## src/rtl/wb_stage_ml.sv

```systemverilog
// Multi-lane LoongArch write-back stage: per-lane RF write ports plus an in-order trace FIFO.
// Optional macro WB_TRACE_EN builds the trace FIFO and the debug interface; undefined ties them off.
module wb_stage_ml #(
  parameter int unsigned LANES       = 2,
  parameter int unsigned DATA_W      = 32,
  parameter int unsigned ADDR_W      = 5,
  parameter int unsigned PC_W        = 32,
  parameter int unsigned TRACE_DEPTH = 4
) (
  input  logic                                  clk,
  input  logic                                  resetn,
  input  logic                                  mem_to_wb_valid,
  input  logic [LANES-1:0]                      mem_lane_mask,
  input  logic [LANES*(1+ADDR_W+DATA_W+PC_W)-1:0] mem_to_wb_bus,
  output logic                                  wb_allow_in,
  output logic                                  wb_valid,
  output logic [LANES*(1+ADDR_W+DATA_W)-1:0]    wb_to_id_bus,
  output logic [PC_W-1:0]                       debug_wb_pc,
  output logic [3:0]                            debug_wb_rf_we,
  output logic [ADDR_W-1:0]                     debug_wb_rf_wnum,
  output logic [DATA_W-1:0]                     debug_wb_rf_wdata
);

  localparam int unsigned LW = 1 + ADDR_W + DATA_W + PC_W;
  localparam int unsigned TW = 1 + ADDR_W + DATA_W;

  logic [LANES*LW-1:0]             lane_bus_q;
  logic [LANES-1:0]                mask_q;
  logic [LANES-1:0]                lane_we;
  logic [LANES-1:0][ADDR_W-1:0]    lane_dest;
  logic [LANES-1:0][DATA_W-1:0]    lane_res;
  logic [LANES-1:0][PC_W-1:0]      lane_pc;
  logic [LANES-1:0]                kill;
  logic                            ready_go;
  logic                            retire;

  // Group register between MEM and WB
  always_ff @(posedge clk) begin
    if (!resetn) begin
      wb_valid   <= 1'b0;
      mask_q     <= '0;
      lane_bus_q <= '0;
    end else if (wb_allow_in) begin
      wb_valid <= mem_to_wb_valid;
      if (mem_to_wb_valid) begin
        mask_q     <= mem_lane_mask;
        lane_bus_q <= mem_to_wb_bus;
      end
    end
  end

  // Unpack lanes: {gr_we, dest, result, pc}
  always_comb begin
    lane_we   = '0;
    lane_dest = '0;
    lane_res  = '0;
    lane_pc   = '0;
    for (int i = 0; i < LANES; i++) begin
      lane_pc[i]   = lane_bus_q[i*LW +: PC_W];
      lane_res[i]  = lane_bus_q[i*LW + PC_W +: DATA_W];
      lane_dest[i] = lane_bus_q[i*LW + PC_W + DATA_W +: ADDR_W];
      lane_we[i]   = lane_bus_q[i*LW + LW - 1];
    end
  end

  // An older lane loses its RF write to a younger same-group write of the same dest
  always_comb begin
    kill = '0;
    for (int i = 0; i < LANES; i++) begin
      for (int j = i + 1; j < LANES; j++) begin
        if (mask_q[j] && lane_we[j] && (lane_dest[j] == lane_dest[i])) kill[i] = 1'b1;
      end
    end
  end

  assign retire      = wb_valid & ready_go & resetn;
  assign wb_allow_in = ~wb_valid | ready_go;

  always_comb begin
    wb_to_id_bus = '0;
    for (int i = 0; i < LANES; i++) begin
      wb_to_id_bus[i*TW +: TW] = {retire & mask_q[i] & lane_we[i] & ~kill[i], lane_dest[i], lane_res[i]};
    end
  end

`ifdef WB_TRACE_EN
  localparam int unsigned CNT_W = $clog2(TRACE_DEPTH + 1);
  localparam int unsigned CW1   = CNT_W + 1;
  localparam int unsigned PTR_W = (TRACE_DEPTH > 1) ? $clog2(TRACE_DEPTH) : 1;
  localparam int unsigned RW    = PC_W + 1 + ADDR_W + DATA_W;

  logic [CNT_W-1:0] count;
  logic [PTR_W-1:0] wr_ptr;
  logic [PTR_W-1:0] rd_ptr;
  logic [RW-1:0]    fifo_mem [TRACE_DEPTH];
  logic [CNT_W-1:0] n_push;
  logic             pop;
  logic [PTR_W-1:0] slot [LANES];
  logic [RW-1:0]    head;

  function automatic logic [PTR_W-1:0] wrap_add(input logic [PTR_W-1:0] base, input int unsigned off);
    int unsigned s;
    s = 32'(base) + off;
    if (s >= TRACE_DEPTH) s = s - TRACE_DEPTH;
    return PTR_W'(s);
  endfunction

  always_comb begin
    n_push = '0;
    for (int i = 0; i < LANES; i++) n_push = n_push + CNT_W'(mask_q[i]);
  end

  assign pop      = (count != '0);
  assign ready_go = (CW1'(n_push) <= (CW1'(TRACE_DEPTH) - CW1'(count) + CW1'(pop)));
  assign head     = fifo_mem[rd_ptr];

  // Masked lanes take consecutive slots in ascending lane order
  always_comb begin
    int unsigned acc;
    acc = 0;
    for (int i = 0; i < LANES; i++) begin
      slot[i] = wrap_add(wr_ptr, acc);
      acc     = acc + 32'(mask_q[i]);
    end
  end

  always_ff @(posedge clk) begin
    if (!resetn) begin
      count  <= '0;
      wr_ptr <= '0;
      rd_ptr <= '0;
    end else begin
      count <= count + (retire ? n_push : '0) - CNT_W'(pop);
      if (retire) wr_ptr <= wrap_add(wr_ptr, 32'(n_push));
      if (pop)    rd_ptr <= wrap_add(rd_ptr, 1);
    end
  end

  // Record layout {pc, we, dest, data}; killed lanes keep their original we
  always_ff @(posedge clk) begin
    for (int i = 0; i < LANES; i++) begin
      if (retire && mask_q[i]) fifo_mem[slot[i]] <= {lane_pc[i], lane_we[i], lane_dest[i], lane_res[i]};
    end
  end

  always_ff @(posedge clk) begin
    if (!resetn) begin
      debug_wb_pc       <= '0;
      debug_wb_rf_we    <= '0;
      debug_wb_rf_wnum  <= '0;
      debug_wb_rf_wdata <= '0;
    end else if (pop) begin
      debug_wb_pc       <= head[RW-1 -: PC_W];
      debug_wb_rf_we    <= {4{head[DATA_W + ADDR_W]}};
      debug_wb_rf_wnum  <= head[DATA_W +: ADDR_W];
      debug_wb_rf_wdata <= head[DATA_W-1:0];
    end else begin
      debug_wb_rf_we <= '0;
    end
  end
`else
  logic unused_trace_pc;

  assign ready_go          = 1'b1;
  assign unused_trace_pc   = ^lane_pc;
  assign debug_wb_pc       = '0;
  assign debug_wb_rf_we    = '0;
  assign debug_wb_rf_wnum  = '0;
  assign debug_wb_rf_wdata = '0;
`endif

endmodule
```

## config.mk

```make
export PLATFORM = sky130hd
export DESIGN_NAME = wb_stage_ml
export DESIGN_NICKNAME = d
export VERILOG_FILES = /design/src/rtl/wb_stage_ml.sv
export SDC_FILE = /design/constraint.sdc
export NUM_CORES = 1
export LEC_CHECK = 0
export BUFFER_PORTS_ARGS = -buffer_cell sky130_fd_sc_hd__buf_4
export CAP_MARGIN = 20
export CORE_ASPECT_RATIO = 1.75
export CORE_MARGIN = 1
export CORE_UTILIZATION = 23
export CTS_CLUSTER_SIZE = 16
export DETAILED_ROUTE_END_ITERATION = 8
export REMOVE_ABC_BUFFERS = 1
export SYNTH_ARGS = -nofsm -noshare
export SYNTH_HDL_FRONTEND = slang
export SYNTH_SLANG_ARGS = --single-unit
```

## constraint.sdc

```tcl
create_clock -name clk -period 1.04 [get_ports clk]
set_input_delay 0.208 -clock clk [delete_from_list [all_inputs] [get_ports clk]]
set_output_delay 0.208 -clock clk [all_outputs]
set_load 0.005 [all_outputs]
```

Yosys cells after proc, flatten, opt, wreduce, memory -nomap -nowiden

Index checks and enable logic that the tools add are counted.

Output and inout port bits: 151
Word-level logic and storage cells: 14
Flip-flop bits (word level): 143

Muxes and demuxes: 1
Bitwise logic cells: 7
Equal/unequal tests: 1
Reductions and logical operators: 2

Operators by type and width:

| operator            | count |
|---|---|
| bitwise AND 1 bit   | 6 |
| equality test 5 bit | 1 |
| logical AND 1 bit   | 2 |
| 2-to-1 mux 1 bit    | 1 |
| NOT 1 bit           | 1 |

Logic depth before layout (Yosys ltp)

Word-level depth: 5
Depth in mapped cells: 5

Worst setup path after synthesis

OpenSTA, ideal clock, no wires.

Path kind: reg2out
From: register lane_bus_q[134]
To: output wb_to_id_bus[37]
Cell stages (with the launch flop): 4
Required time: 0.832 ns
Path slack: -0.033 ns
Arrival time: 0.865 ns
Cell sequence: dfxtp_1 > xor2_1 > nor4_1 > a41oi_1

Longest elaborated chain between the ends: 5

RTL lines:

| element                  | RTL line | text |
|---|---|---|
| start: declaration       | 27       | `logic [LANES*LW-1:0] lane_bus_q;` |
| start signal: assignment | 47       | `lane_bus_q <= mem_to_wb_bus;` |
| equality test 5 bit      | 71       | `if (mask_q[j] && lane_we[j] && (lane_dest[j] == lane_dest[i])) kill[i] = 1'b1;` |
| logical AND 1 bit        | 71       |  |
| 2-to-1 mux 1 bit         | 71       |  |
| NOT 1 bit                | 82       | `wb_to_id_bus[i*TW +: TW] = {retire & mask_q[i] & lane_we[i] & ~kill[i], lane_dest[i], lane_res[i]};` |
| bitwise AND 1 bit        | 82       |  |
| end: declaration         | 17       | `output logic [LANES*(1+ADDR_W+DATA_W)-1:0] wb_to_id_bus,` |

No other way between the ends.

Worst setup path after layout

From: register lane_bus_q[67]
To: output wb_to_id_bus[37]

Same word-level chain as after synthesis.

==> qor.txt <==
Leak - 2.61 nW
IO buf count - 157
Critical Path Max Stage Delay - 320 ps
Power Density - 1460 mW/mm²
Post-Synth Adder-Cell Area - 0
Largest family of logic cells by synthesized area - buffers and inverters
Maximum VDD drop - 0.000659 V
RSZ-0062 raised after global routing - yes
Non-filler cells, final - 743
Syn Area/Cell - 10.1 µm²
Drc violations - 0
Crit path DAT - 1410 ps
Worst setup SP type - flop
Yosys warning count - 0
Clk_lat worst skew - 330 ps
IO Count - 296
Worst hold path depth - 3
Met1 Use GR - 0.0993
Share of cells above drive strength 1 - 0.426
Post-synth design cell area - 0.00416 mm²
Commonest non-fill, non-tap cell in the layout - buf_4
Crit path max fanout - 2
Congestion Overflow GR - 0
Failing checks - setup timing
CTS tree - built
Post-Synth Simple-Gate Area - 0.124
Dpl hpwl - 6.40 mm
Seq cells post-synth - 79
Final instance area - 0.00527 mm²
Wire per inst - 11.4 µm
Vias in the first global route - 2523
Via Count - 2596
Area delta synth->final - 26.6%
WL final - 8.46 mm
Antenna-violating nets left - 0
TNS Setup - -1160 ps
Clock sink count - 79
Vias/cell - 3.49
HP Start - mem_to_wb_bus[38]
Drt first pass iters - 2
Met2 Track Usage GR - 0.161
H-tree level count - 3
Finish-stage setup viols - 12
Clock root buffer - clkbuf_16
Most frequent cells in the layout - buf_4 (158), mux2i_1 (78), nor2b_1 (78)
Slowest cell on crit path - dfxtp_2
Outcome - complete, but fails checks
Largest net degree at the start of global routing - 45
GR peak layer - met2
Die area - 0.0187 mm²
Worst setup EP type - primary output
Post-CTS Hold Buffers - 0
GRT Overall Usage - 0.0936
Final period utilization - 1.56
Multiplexer share of the synthesized area - 0.188
Starting Density - 0.236
Post-Synthesis Cells - 413
Initial DRC count - 82
Slew Limit Fails - 0
Hold EP - lane_bus_q[38]
Initial antenna violation count - 0
Worst-path cell chain - xor2_1 > nor4_2 > a41oi_1 > buf_4
Seq/Total Area, Yosys - 0.380
Largest delay contributor family on the critical path - flip-flops
Reg-to-Reg End - lane_bus_q[136]
ANT cells - 0
Final worst slack - -578 ps
Num CTS Buffers - 9
Type of the worst setup path - reg2out
Clock slew at reported path FFs - 60 ps
Max frequency - 618 MHz
# Max-Cap Violations - 0
Final nets - 652
Flop2flop setup slack - 210 ps
First-pass GRT wire length - 13.4 mm
Placed cells - 726
Die X - 104 µm
CTS Buffer Depth - 2
WP buf/inv - 1
Worst hold path class - in2reg
Post-synthesis compound-gate area fraction - 0.00210
Worst Path Required - 830 ps
Final min period - 1620 ps
Synth Area in XOR/XNOR - 0.0105
Reg2reg path depth - 4
Die Y - 180 µm
Rows - 64
Hold Violations, Final - 0
Post-DP Area - 0.00486 mm²
Core ar. - 0.0176 mm²
GR Layer Usage met3 - 0.0283
Routability Congestion - 0.714
Yosys cell types - 16
Clock skew - 0 ps
Crit Reg-Reg Startpoint - lane_bus_q[136]
## per-stage QoR
stage	hold WS [ps]	util	worst slack (ps)	total power, mW
floorplan	330	-	-48.6	3.76
global placement	464	0.276	-322	4.50
detailed placement	471	0.276	-326	4.51
CTS	107	0.298	-630	7.88
global route	120	0.299	-705	8.12
finish	128	0.299	-578	7.71
## metal layers
layer / up-vias / routed length (µm)
li1: 1282 / -
met1: 1136 / 3300
met2: 159 / 4210
met3: 19 / 654
met4: 0 / 302
met5: - / 0
## kinds of logic (layout without fill, tap and decap cells)
family / after synthesis / after routing
buf+inv: 166 / 193
simple gates: 82 / 82
compound gates: 1 / 1
mux: 78 / 78
other cells: 2 / 74
flops: 79 / 79
xor+xnor: 5 / 5
## timing repair
action / 4_1_cts / 5_1_grt
pin swaps: 2 / 0
gates resized for setup: 30 / 13
setup endpoints to repair: 12 / 23
setup buffers: 0 / 3
## synth_stat cells
cell,n,share of area
buf_8,1,0.0036
xor2_1,4,0.0084
clkbuf_1,8,0.0072
and2_1,1,0.0015
and4_1,1,0.0021
nor4_1,1,0.0015
conb_1,2,0.0018
mux2i_1,78,0.19
xnor2_1,1,0.0021
buf_6,1,0.0027
nand4_1,1,0.0015
nor2b_1,78,0.12
clkbuf_2,1,0.0012
buf_4,155,0.28
a41oi_1,1,0.0021
dfxtp_1,79,0.38
## tightest hold or removal path, delay by kind of cell
kind                   cells  cell delay [ps]
multiplexers               1               50
buffers and inverters      1               70
AND/OR/NAND/NOR            1               90
## flip-flops by register name, summed over array words and instances, names as in the netlist
register	cells
lane_bus_q	76
mask_q	2
wb_valid	1
## area by class of cell
class                      instances  area (µm²)
fill                            1892       12300
clock buffer                      11         253
tap                              231         289
timing repair buffer             177        1430
clock inverter                     5        56.3
multi-input combinational        240        1630
sequential                        79        1610
## how the worst max path moves through the flow
stage | startpoint | end | depth (start not counted)
floorplan | lane_bus_q[134] | wb_to_id_bus[37] | 3
global placement | lane_bus_q[134] | wb_to_id_bus[37] | 4
detailed placement | lane_bus_q[134] | wb_to_id_bus[37] | 4
CTS | lane_bus_q[67] | wb_to_id_bus[37] | 4
global route | lane_bus_q[67] | wb_to_id_bus[37] | 4
finish | lane_bus_q[67] | wb_to_id_bus[37] | 4
## power by group
part           switching, mW  internal, mW  total (mW)
clock network           1.25          1.99        3.24
logic                  0.449         0.705        1.15
registers             0.0975          3.22        3.32
Power figures use the tool's default switching activity.
